## config.mk

```make
export PLATFORM = sky130hd
export DESIGN_NAME = mem_port_arbiter_flat
export DESIGN_NICKNAME = d
export VERILOG_FILES = /design/src/rtl/mem_port_arbiter_if.sv /design/src/rtl/mem_port_arbiter.sv /design/src/flat_wrapper.sv
export SDC_FILE = /design/constraint.sdc
export NUM_CORES = 1
export LEC_CHECK = 0
export BUFFER_PORTS_ARGS = -buffer_cell sky130_fd_sc_hd__buf_2
export CAP_MARGIN = 10
export CORE_ASPECT_RATIO = 1.2
export CORE_MARGIN = 2
export CORE_UTILIZATION = 40
export DETAILED_ROUTE_END_ITERATION = 12
export GPL_TIMING_DRIVEN = 0
export PLACE_DENSITY = 0.76
export RECOVER_POWER = 100
export SLEW_MARGIN = 0
export SYNTH_ARGS = -nofsm -noshare
export SYNTH_HDL_FRONTEND = slang
export SYNTH_SLANG_ARGS = --single-unit
```

## constraint.sdc

```tcl
create_clock -name clkin -period 1.83 [get_ports clkin]
set_clock_uncertainty 0.1 [all_clocks]
set_input_delay 0.366 -clock clkin [delete_from_list [all_inputs] [get_ports clkin]]
set_output_delay 0.366 -clock clkin [all_outputs]
set_load 0.02 [all_outputs]
```

## src/rtl/mem_port_arbiter_if.sv

```systemverilog
// Bus bundle between the CPU pipeline requesters, the unified memory and the
// port arbiter.
//   slave  : the arbiter's view. Requests and memory responses come in;
//            acks, read data and the memory command go out.
//   master : the environment's view (pipeline requesters plus the memory),
//            with every direction reversed.
// Signals:
//   if_req/if_addr -> if_rdata/if_ack            fetch requester
//   d_req/d_we/d_addr/d_wdata/d_be -> d_rdata/d_ack   data requester
//   err                                          timeout flag, set with an ack
//   mem_en/mem_we/mem_addr/mem_wdata/mem_be      memory command
//   mem_rdata/mem_ready                          memory response
//   busy                                         arbiter is not idle
interface mem_port_arbiter_if;
  logic        if_req;
  logic [31:0] if_addr;
  logic [31:0] if_rdata;
  logic        if_ack;
  logic        d_req;
  logic        d_we;
  logic [31:0] d_addr;
  logic [31:0] d_wdata;
  logic [3:0]  d_be;
  logic [31:0] d_rdata;
  logic        d_ack;
  logic        err;
  logic        mem_en;
  logic        mem_we;
  logic [31:0] mem_addr;
  logic [31:0] mem_wdata;
  logic [3:0]  mem_be;
  logic [31:0] mem_rdata;
  logic        mem_ready;
  logic        busy;

  modport slave (
    input  if_req, if_addr, d_req, d_we, d_addr, d_wdata, d_be, mem_rdata, mem_ready,
    output if_rdata, if_ack, d_rdata, d_ack, err,
           mem_en, mem_we, mem_addr, mem_wdata, mem_be, busy
  );

  modport master (
    output if_req, if_addr, d_req, d_we, d_addr, d_wdata, d_be, mem_rdata, mem_ready,
    input  if_rdata, if_ack, d_rdata, d_ack, err,
           mem_en, mem_we, mem_addr, mem_wdata, mem_be, busy
  );
endinterface

```

## src/rtl/mem_port_arbiter.sv

```systemverilog
// Shares the single memory port between instruction fetch (IF) and data (MEM).
// Data wins conflicts until STREAK_MAX data grants have been made in a row.
// After that, a pending fetch wins the next conflict.
// An access waits for mem_ready. If mem_ready does not arrive within MAX_WAIT
// cycles, the access is forced to complete with err set.
// Ports:
//   clkin : clock, rising edge
//   reset : asynchronous, active-low
//   bus   : mem_port_arbiter_if.slave. All outputs come straight from flops.
module mem_port_arbiter #(
  parameter int MAX_WAIT   = 16,
  parameter int STREAK_MAX = 4
) (
  input  logic              clkin,
  input  logic              reset,
  mem_port_arbiter_if.slave bus
);
  localparam int WW = $clog2(MAX_WAIT);
  localparam int SW = $clog2(STREAK_MAX + 1);
  localparam logic [WW-1:0] WAIT_LAST   = WW'(MAX_WAIT - 1);
  localparam logic [SW-1:0] STREAK_TOP  = SW'(STREAK_MAX);
  localparam logic [31:0]   TIMEOUT_DAT = 32'hDEAD_BEEF;

  typedef enum logic [1:0] {IDLE, IF_ACC, D_ACC} state_t;

  typedef struct packed {
    logic        en;
    logic        we;
    logic [31:0] addr;
    logic [31:0] wdata;
    logic [3:0]  be;
  } mem_req_t;

  typedef struct packed {
    logic        if_ack;
    logic        d_ack;
    logic        err;
    logic [31:0] if_rdata;
    logic [31:0] d_rdata;
  } rsp_t;

  state_t        state, state_n;
  logic [WW-1:0] wait_cnt, wait_n;
  logic [SW-1:0] streak, streak_n;
  mem_req_t      mreq, mreq_n;
  rsp_t          rsp, rsp_n;
  logic          busy_q, busy_n;
  logic          d_wins, done;
  logic [31:0]   rd_word;

  always_ff @(posedge clkin or negedge reset) begin
    if (!reset) begin
      state    <= IDLE;
      wait_cnt <= '0;
      streak   <= '0;
      mreq     <= '0;
      rsp      <= '0;
      busy_q   <= 1'b0;
    end else begin
      state    <= state_n;
      wait_cnt <= wait_n;
      streak   <= streak_n;
      mreq     <= mreq_n;
      rsp      <= rsp_n;
      busy_q   <= busy_n;
    end
  end

  always_comb begin
    state_n = state;
    wait_n  = wait_cnt;
    streak_n = streak;
    mreq_n  = mreq;
    rsp_n   = rsp;
    // ack and err are single-cycle pulses, so they clear unless set below.
    rsp_n.if_ack = 1'b0;
    rsp_n.d_ack  = 1'b0;
    rsp_n.err    = 1'b0;
    // A saturated streak hands the conflict to fetch.
    d_wins  = bus.d_req && !(bus.if_req && streak == STREAK_TOP);
    // Finish on mem_ready, or on the last allowed wait cycle (timeout).
    done    = bus.mem_ready || (wait_cnt == WAIT_LAST);
    rd_word = bus.mem_ready ? bus.mem_rdata : TIMEOUT_DAT;

    case (state)
      IDLE: begin
        if (d_wins) begin
          state_n  = D_ACC;
          mreq_n   = '{en: 1'b1, we: bus.d_we, addr: bus.d_addr,
                       wdata: bus.d_wdata, be: bus.d_be};
          wait_n   = '0;
          streak_n = (streak == STREAK_TOP) ? streak : streak + 1'b1;
        end else if (bus.if_req) begin
          state_n  = IF_ACC;
          mreq_n   = '{en: 1'b1, we: 1'b0, addr: bus.if_addr,
                       wdata: 32'h0, be: 4'hF};
          wait_n   = '0;
          streak_n = '0;
        end
      end
      IF_ACC, D_ACC: begin
        if (done) begin
          state_n   = IDLE;
          mreq_n.en = 1'b0;
          mreq_n.we = 1'b0;
          rsp_n.err = !bus.mem_ready;
          if (state == IF_ACC) begin
            rsp_n.if_ack   = 1'b1;
            rsp_n.if_rdata = rd_word;
          end else begin
            rsp_n.d_ack = 1'b1;
            // On a write, d_rdata keeps its previous value.
            if (!mreq.we) rsp_n.d_rdata = rd_word;
          end
        end else begin
          wait_n = wait_cnt + 1'b1;
        end
      end
      default: state_n = IDLE;
    endcase

    busy_n = (state_n != IDLE);
  end

  assign bus.mem_en    = mreq.en;
  assign bus.mem_we    = mreq.we;
  assign bus.mem_addr  = mreq.addr;
  assign bus.mem_wdata = mreq.wdata;
  assign bus.mem_be    = mreq.be;
  assign bus.if_ack    = rsp.if_ack;
  assign bus.if_rdata  = rsp.if_rdata;
  assign bus.d_ack     = rsp.d_ack;
  assign bus.d_rdata   = rsp.d_rdata;
  assign bus.err       = rsp.err;
  assign bus.busy      = busy_q;
endmodule

```

## src/flat_wrapper.sv

```systemverilog
// flat-port wrapper written by rule: the top's interface ports become plain ports
module mem_port_arbiter_flat 
#(
  parameter int MAX_WAIT   = 16,
  parameter int STREAK_MAX = 4
)
  (clkin, reset, bus_if_req, bus_if_addr, bus_d_req, bus_d_we, bus_d_addr, bus_d_wdata, bus_d_be, bus_mem_rdata, bus_mem_ready, bus_if_rdata, bus_if_ack, bus_d_rdata, bus_d_ack, bus_err, bus_mem_en, bus_mem_we, bus_mem_addr, bus_mem_wdata, bus_mem_be, bus_busy);
  mem_port_arbiter_if bus_i ();
  input  logic clkin;
  input  logic reset;
  input wire logic [$bits(bus_i.if_req)-1:0] bus_if_req;
  input wire logic [$bits(bus_i.if_addr)-1:0] bus_if_addr;
  input wire logic [$bits(bus_i.d_req)-1:0] bus_d_req;
  input wire logic [$bits(bus_i.d_we)-1:0] bus_d_we;
  input wire logic [$bits(bus_i.d_addr)-1:0] bus_d_addr;
  input wire logic [$bits(bus_i.d_wdata)-1:0] bus_d_wdata;
  input wire logic [$bits(bus_i.d_be)-1:0] bus_d_be;
  input wire logic [$bits(bus_i.mem_rdata)-1:0] bus_mem_rdata;
  input wire logic [$bits(bus_i.mem_ready)-1:0] bus_mem_ready;
  output wire logic [$bits(bus_i.if_rdata)-1:0] bus_if_rdata;
  output wire logic [$bits(bus_i.if_ack)-1:0] bus_if_ack;
  output wire logic [$bits(bus_i.d_rdata)-1:0] bus_d_rdata;
  output wire logic [$bits(bus_i.d_ack)-1:0] bus_d_ack;
  output wire logic [$bits(bus_i.err)-1:0] bus_err;
  output wire logic [$bits(bus_i.mem_en)-1:0] bus_mem_en;
  output wire logic [$bits(bus_i.mem_we)-1:0] bus_mem_we;
  output wire logic [$bits(bus_i.mem_addr)-1:0] bus_mem_addr;
  output wire logic [$bits(bus_i.mem_wdata)-1:0] bus_mem_wdata;
  output wire logic [$bits(bus_i.mem_be)-1:0] bus_mem_be;
  output wire logic [$bits(bus_i.busy)-1:0] bus_busy;
  assign bus_i.if_req = bus_if_req;
  assign bus_i.if_addr = bus_if_addr;
  assign bus_i.d_req = bus_d_req;
  assign bus_i.d_we = bus_d_we;
  assign bus_i.d_addr = bus_d_addr;
  assign bus_i.d_wdata = bus_d_wdata;
  assign bus_i.d_be = bus_d_be;
  assign bus_i.mem_rdata = bus_mem_rdata;
  assign bus_i.mem_ready = bus_mem_ready;
  assign bus_if_rdata = bus_i.if_rdata;
  assign bus_if_ack = bus_i.if_ack;
  assign bus_d_rdata = bus_i.d_rdata;
  assign bus_d_ack = bus_i.d_ack;
  assign bus_err = bus_i.err;
  assign bus_mem_en = bus_i.mem_en;
  assign bus_mem_we = bus_i.mem_we;
  assign bus_mem_addr = bus_i.mem_addr;
  assign bus_mem_wdata = bus_i.mem_wdata;
  assign bus_mem_be = bus_i.mem_be;
  assign bus_busy = bus_i.busy;
  mem_port_arbiter #(.MAX_WAIT(MAX_WAIT), .STREAK_MAX(STREAK_MAX)) u_core (.clkin(clkin), .reset(reset), .bus(bus_i));
endmodule
```

After elaboration in Yosys (flattened, before gate mapping)
Index checks and enable logic that the tools add are counted.
- add/subtract/negate cells: 2
- multipliers: 0
- divide/modulo/power cells: 0
- magnitude comparators: 0
- equality and inequality tests: 8
- shift-type cells: 0
- muxes and demuxes: 23
- bitwise gates (word level): 2
- reductions and logical operators: 16
- operators with widths (kind ; number):
    70-bit 2-to-1 mux ; 2
    67-bit 2-to-1 mux ; 2
    32-bit 2-to-1 mux ; 4
    4-bit 2-to-1 mux ; 3
    3-bit AND reduction ; 4
    3-bit 2-to-1 mux ; 3
    2-bit 2-to-1 mux ; 4
    2-bit case mux with 2 select lines ; 2
    4-bit case mux with 2 select lines ; 1
    2-bit nonzero test ; 3
    4-bit by 1-bit adder with 4-bit output, second input constant ; 1
    4-bit equality test, second input constant ; 1
    2-bit != test, second input constant ; 2
    4-bit AND reduction ; 1
    3-bit by 1-bit adder with 3-bit output, second input constant ; 1
    3-bit equality test, second input constant ; 1
    3-bit by 2-bit != test with 1-bit output, second input constant ; 1
    2-bit by 1-bit equality test with 1-bit output, second input constant ; 1
    2-bit equality test, second input constant ; 1
    1-bit logical AND ; 2
    1-bit zero test ; 2
    2-bit zero test ; 1
    1-bit 2-to-1 mux ; 2
    2-bit by 1-bit != test with 1-bit output, second input constant ; 1
    other kinds (4) ; 5
- register bits: 147
- bits in latches: 0
- memory bits (writable): 0
- memory bits (read-only): 0
- input bits: 138
- output and inout bits: 138
- logic and storage cells: 65
- memories: 0

Longest topological paths before layout
Gate-level depths: netlist of the first run.
- depth after elaboration: 7
- mapped depth: 9
- gate-level depth less buffers: 6

Worst setup path before layout of the first run
Ideal clock, no wire load.
- path kind: flip-flop to flip-flop
- start point: register u_core.state[0]
- end point: register u_core.mreq, in the netlist u_core.bus.mem_we
- library setup time: 0.136 ns
- arrival: 1.501 ns
- required time: 1.594 ns
- path slack: 0.093 ns
- stages on the path, launching flop included: 7
- path buffers: 1
- period minus slack after synthesis: 1.737 ns
- cell sequence: dfrtp_1 -> inv_1 -> ha_1 -> clkbuf_1 -> and2_4 -> o31ai_1 -> o41ai_2
- word-level cells in the longest chain between the ends: 4
- elaborated cells between the ends (all ways): 9
- those cells by class: 4 x eq/ne; 1 x mux; 4 x reduce/logical
- ends and longest elaborated chain (element ; line ; RTL):
    start: declaration ; mem_port_arbiter.sv:42 ; state_t state, state_n;
    start signal: assignment ; mem_port_arbiter.sv:60 ; state <= state_n;
    2-bit equality test or 2-bit by 1-bit equality test with 1-bit output (tied branches) ; mem_port_arbiter.sv:85 ; case (state)
    2-bit OR reduction ; mem_port_arbiter.sv:85 ;
    2-bit by 1-bit != test with 1-bit output (no source line) or 2-bit nonzero test (tied branches) ; -- ;
    3-bit AND reduction (no source line) ; -- ;
    end signal: assignment ; mem_port_arbiter.sv:63 ; mreq <= mreq_n;
    end: declaration ; mem_port_arbiter.sv:45 ; mem_req_t mreq, mreq_n;
Parallel ways exist; a longest one is shown, timed or not.
A chain may end at the register's enable or synchronous reset.

Worst setup path in the final report of the first run
Ends and elaborated chain as after synthesis.

==> results of run 1 <==
==> timing repair <==
item	in CTS	in global routing
setup endpoints to repair	53	111
endpoints found under the hold margin	69	0
pin swaps	0	2
resized for setup	9	29
buffers inserted	0	5
cloned	0	1
hold buffers	1	0
==> through the flow <==
stage | util, % | cell area, um2 | hold slack, ns | cells
2_1_floorplan | - | 6077 | -0.02959 | 571
3_3_place_gp | 51.68 | 7699 | 0.3453 | 1048
3_5_place_dp | 51.90 | 7732 | 0.3058 | 1049
4_1_cts | 56.08 | 8354 | 0.05052 | 1082
5_1_grt | 55.77 | 8308 | 0.05371 | 1090
6_report | 55.78 | 8310 | 0.07200 | 1091
==> final timing paths <==
path | end | slack [ns]
min in group asynchronous | u_core.bus.mem_addr[9] | 0.40
max in group asynchronous | u_core.bus.mem_wdata[12] | 0.39
setup / recovery | u_core.bus.mem_we | 0.07
hold reg to reg | u_core.bus.mem_wdata[30] | 0.36
hold / removal | u_core.bus.mem_wdata[25] | 0.07
setup reg to reg | u_core.bus.mem_we | 0.07
==> area by class of cell <==
type / instances / area share [%]
Buffer: 37 / 3.598
Timing Repair Buffer: 281 / 15.55
Inverter: 10 / 0.4818
Clock inverter: 12 / 1.762
Multi-Input combinational cell: 377 / 25.79
Tap cell: 204 / 3.071
Sequential cell: 147 / 44.28
Clock buffer: 20 / 5.375
Antenna cell: 3 / 0.09033
==> tightest hold or removal path: cells and delay by family <==
family / cells / cell delay (ns)
simple gates: 2 / 0.11
buf+inv: 1 / 0.07
==> power breakdown <==
| group | switching [mW] | internal (mW) |
|---|---|---|
| Clock | 1.39 | 2.08 |
| Sequential | 0.909 | 4.82 |
| Combinational | 4.65 | 2.44 |
| Total | 6.96 | 9.34 |
==> cells in the final DEF (no fill, tap or decap), drive strengths merged, types with 3 or more instances in the layout <==
cell and instances:
clkinv 5, ha 6, nor2 43, and2 3, a22o 16, nand3 37, a21oi 4, nand2 149
inv 15, clkbuf 162, buf 175, o21ai 19, nor3 3, o22a 48, dfrtp 147, diode 3
a31oi 36
==> per-layer routing <==
metal	share of wire [%]	wire length (um)	vias to the layer above	GRT usage, %
li1	-	-	2597	-
met1	38	6495	2590	23.83
met5	0	0	-	0
met2	51	8618	222	36.05
met4	3.2	539	0	9.712
met3	7.7	1305	31	7.212
==> sequential cells by signal, indices dropped and copies added (netlist names) <==
register	flops
u_core.bus.d_rdata	32
u_core.bus.mem_addr	32
u_core.bus.d_ack	1
u_core.bus.mem_en	1
u_core.bus.mem_wdata	32
u_core.bus.mem_we	1
u_core.bus.if_rdata	32
u_core.bus.mem_be	4
u_core.bus.busy	1
u_core.bus.err	1
u_core.wait_cnt	4
u_core.state	2
u_core.streak	3
u_core.bus.if_ack	1
==> logic make-up (layout without fill, tap and decap cells) <==
group / count (synthesis) / count (layout) / share of synthesized area (%)
buffers and inverters: 47 / 360 / 4.859
adder cells (fa/ha/maj): 6 / 6 / 1.235
other: 0 / 3 / 0
AND/OR/NAND/NOR: 242 / 242 / 17.27
AO/OA/AOI/OAI: 129 / 129 / 16.10
flip-flops: 147 / 147 / 60.53
==> metrics.txt, run 1 <==
largest area contributor in the netlist dfrtp_1; top post-synthesis cells by area dfrtp_1 (61%), nand2_1 (9.1%), o22a_1 (6.9%); CP max-delay cell dfrtp_2; Hold Vio Cnt, Final 0; vias in the first global route 5448; post-route setup TNS 0 ns; Arr. time, crit path 1.95 ns; Synth top area share 60.53%; drt drc 0; status complete, no violations; Die Y 139.0 um; antenna violations before repair 2; Seq/Total Area, Yosys 60.53%; post-layout net count 1015; hold depth 3; DR vias 5440; Clock Latency Late Sink 0.41 ns; io pins 276; GPL Wtd Cong 0.8231; Syn Inst Count 571; Worst Setup End Kind flop; mapped cell area 6077 um2; clock sinks 147; Max-Cap Viols 0; DRT antenna net count 0; count of buffer and inverter cells on the critical path 2; Post-Place Worst Slack -0.1104 ns; CTS H-Tree Depth 4; grt total ovfl 0; Min-Delay Path Class in2reg; Synth Warn # 0; worst path required time 2.02 ns; Detailed Route WL 16960 um; Setup CP Type reg2reg; Port Buffers 273; effective utilization at floorplan 40.79%; ratio of final minimum period to clock period 96.07%; critical path's top delay family flip-flops; die area 16200 um2; ys flop type dfrtp_1; Mapped Avg Cell Area 10.64 um2; post-route setup slack 0.07191 ns; core footprint 14900 um2; Final setup viols 0; Leak 3.926 nW; DR vias/cell 4.986; num rows 49; Critical R2R Launch u_core.state[0]; Setup crit start u_core.state[0]; Post-DP HPWL 12750 um; CTS clk-pin slew, worst paths 0.06 ns; routed len/inst 15.54 um; top cells by count, synth dfrtp_1 (147), nand2_1 (147), o22a_1 (48), nor2_1 (43), nand3_1 (36); pins over their slew limit 0; Pwr Total 16.29 mW; largest net degree at the start of global routing 79; CTS Root Cell clkbuf_16; critical path depth 6; first-pass GRT wire length 26880 um; CP peak stage delay 0.41 ns; CTS tree built; cts bufs inserted 17; FF+latch area 3680 um2; layout cell share with drive strength beyond 1 26.92%; critical path cell sequence inv_1 -> ha_1 -> buf_2 -> and2_4 -> o31ai_2 -> o41ai_2; Final min period 1.758 ns; drt pass-1 iters 4; Max clock buf depth 2; Peak VDD IR 1.005 mV; Fillers 1390; Synth async-reset ratio 100.0%; Slew @ Worst Pin 0.6467 ns; Post-synth EDFFs 0; DIE WIDTH 116.5 um; critical path peak fanout 10; Reg2Reg Depth 6; Mapped Nets 715; Yosys reg bits 147; Worst slew margin 56.88%; DR iter-0 viols 300; pwr/cell area 1961 nW/um2; GRT Util Overall 21.26%; area occupied by multi-input gates 2143 um2; Netlist cell types 39; Layout Area Growth over Synthesis 36.75%; Startpoint Class flop; Max Fclk 568.8 MHz; Hold Crit Start bus_d_wdata[25]
Note: power is estimated with default switching activity, not from simulation.
==> run 2, diff against run 1 <==
==> constraint.sdc (replaced) <==
create_clock -name clkin -period 1.5 [get_ports clkin]
set_clock_uncertainty 0.1 [all_clocks]
set_input_delay 0.3 -clock clkin [delete_from_list [all_inputs] [get_ports clkin]]
set_output_delay 0.3 -clock clkin [all_outputs]
set_load 0.02 [all_outputs]
==> run 2 against run 1 <==
Against the previous run: the flow now finishes with violations (negative setup slack); via count is 11% higher; flip-flop and latch count unchanged; register-to-register slack got worse by 0.25 ns; first-iteration DRC count is 6.0% higher; sequential power increased by 23%; sequential share of layout area down 8.4 points; critical endpoint is now u_core.wait_cnt[0].
==> metrics.txt, run 2 (synthesized netlist as in run 1, its figures left out) <==
status finished, violations left; failing checks negative setup slack; Final setup viols 123; post-route setup slack -0.1793 ns; Flop pwr share 29.6%; Internal 14.03 mW; effective utilization at floorplan 40.79%; first-pass GRT wire length 30840 um; Port Buffers 273; DIE WIDTH 116.5 um; DRT antenna net count 0; critical path cell sequence inv_2 -> ha_4 -> buf_6 -> nor3b_4 -> buf_6 -> nor4_2 -> o21ai_1 -> o21ai_1; die area 16200 um2; drt drc 0; io pins 276; Switching Fraction 41.03%; CTS tree built; Hold Vio Cnt, Final 0; sw power 9.758 mW; Cells after DPL 1049; Startpoint Class flop; DR iter-0 viols 318; post-layout net count 1088; Leak 4.855 nW; CTS Root Cell clkbuf_16; FF+latch area 3681 um2; Post-DP HPWL 12460 um; Final min period 1.679 ns; unrepaired setup endpoints after global routing true; pwr/cell area 2320 nW/um2; Peak VDD IR 1.032 mV; Detailed Route WL 20670 um; Min-Delay Path Class in2reg; Die Y 139.0 um; CTS H-Tree Depth 4; Arr. time, crit path 1.93 ns; drt pass-1 iters 7; count of buffer and inverter cells on the critical path 3; Register-to-Register Setup Slack -0.18 ns; layout cell share with drive strength beyond 1 50.89%; leading cell type in the layout, fill and taps excluded dfrtp_1; combinational power share 51.8%; DR vias 6017; Max clock buf depth 2; clock sinks 147; Worst Setup End Kind flop; critical path's top delay family simple AND/OR/NAND/NOR gates; ratio of final minimum period to clock period 112.0%; CP peak stage delay 0.41 ns; Clock Latency Late Sink 0.42 ns; critical path peak fanout 4; DR vias/cell 5.192; Slew @ Worst Pin 0.5547 ns; pins over their slew limit 0; Fillers 1088; GRT Util Overall 24.40%; antenna violations before repair 0; Worst slew margin 63.02%; routed len/inst 17.84 um; area occupied by multi-input gates 2793 um2; core footprint 14900 um2; most frequent cells in the layout dfrtp_1 (145), buf_2 (139), nand2_1 (116); Final Non-Filler Cells 1159; CTS clk-pin slew, worst paths 0.06 ns; Max Fclk 595.5 MHz; num rows 49; worst path required time 1.75 ns; Layout Area Growth over Synthesis 68.70%; CP max-delay cell dfrtp_2; clock power share 18.6%; cts bufs inserted 17; grt total ovfl 0; GPL Wtd Cong 0.8048; vias in the first global route 6110; Diodes inserted 0; largest net degree at the start of global routing 76; Setup CP Type reg2reg; Max-Cap Viols 0; Final Util 68.82%
run 2: changes by cell type in the layout (fill, tap and decap cells not counted), moves of 22 or more:
| cell | previous run | this run |
|---|---|---|
| clkbuf_1 | 135 | 44 |
| clkbuf_2 | 4 | 91 |
| nand3_1 | 36 | 4 |
| nand2_1 | 146 | 116 |
| nand3_2 | 1 | 29 |
| buf_8 | 0 | 23 |
| nand2_2 | 0 | 22 |
run 2: layout make-up:
class / instances / area share, %
inverters: 10 / 0.4638
well taps: 204 / 2.490
clock buffers: 22 / 4.723
clock inverters: 8 / 1.220
multi-input cells: 377 / 27.24
flip-flops and latches: 147 / 35.90
repair buffers: 357 / 23.48
plain buffers: 34 / 4.479
run 2: power groups by stage:
stage / sequential, mW / clock [mW] / combinational (mW)
floorplan: 9.21 / 0 / 3.74
global placement: 6.92 / 0 / 9.06
detailed placement: 6.98 / 0 / 9.25
CTS: 6.90 / 4.47 / 11.9
global route: 7.26 / 4.66 / 13.1
finish: 7.03 / 4.42 / 12.3
run 2: worst reg2reg max path, stage by stage, from the launching register on:
cell and delay, ns:
dfrtp_2 0.41, inv_2 0.06, ha_4 0.18, buf_6 0.11
nor3b_4 0.14, buf_6 0.14, nor4_2 0.28, o21ai_1 0.12
o21ai_1 0.08
run 2: path summary, 6_finish.rpt:
path / startpoint / endpoint / cells after the start
max: u_core.state[0] / u_core.wait_cnt[0] / 8
min: bus_d_be[1] / u_core.bus.mem_be[1] / 3
max reg2reg: u_core.state[0] / u_core.wait_cnt[0] / 8
min reg2reg: u_core.bus.mem_wdata[0] / u_core.bus.mem_wdata[0] / 2
max in group asynchronous: reset / u_core.bus.mem_addr[2] / 3
min in group asynchronous: reset / u_core.bus.d_rdata[12] / 2
run 2: timing repair:
| item | in CTS | in global routing |
|---|---|---|
| hold endpoints to repair | 91 | 0 |
| pin swaps | 84 | 52 |
| hold buffers | 20 | 0 |
| buffers inserted | 37 | 11 |
| endpoints found under the setup margin | 135 | 199 |
| resized for setup | 156 | 88 |
| gates cloned | 16 | 5 |
run 2: per-stage QoR:
| stage | TNS [ns] | setup slack, ns | area, um2 | power [mW] | hold WS, ns |
|---|---|---|---|---|---|
| after detailed placement | -24.22 | -0.2773 | 7866 | 16.22 | 0.2711 |
| after global routing | -20.07 | -0.2362 | 10250 | 25.04 | 0.003417 |
| after floorplan | -2.662 | -0.06782 | 6211 | 12.95 | -0.09559 |
| after global placement | -332.83 | -2.132 | 7833 | 15.98 | 0.3442 |
| final | -12.22 | -0.1793 | 10250 | 23.78 | 0.01037 |
| after CTS | -13.79 | -0.1740 | 9908 | 23.25 | 0.00004413 |
run 2: routing by layer:
| metal | vias up | global-route usage [%] | part of all wire, % |
|---|---|---|---|
| li1 | 2743 | - | - |
| met2 | 253 | 42.84 | 53 |
| met3 | 60 | 5.245 | 5.7 |
| met1 | 2961 | 28.35 | 38 |
| met5 | - | 0 | 0 |
| met4 | 0 | 10.28 | 3.6 |
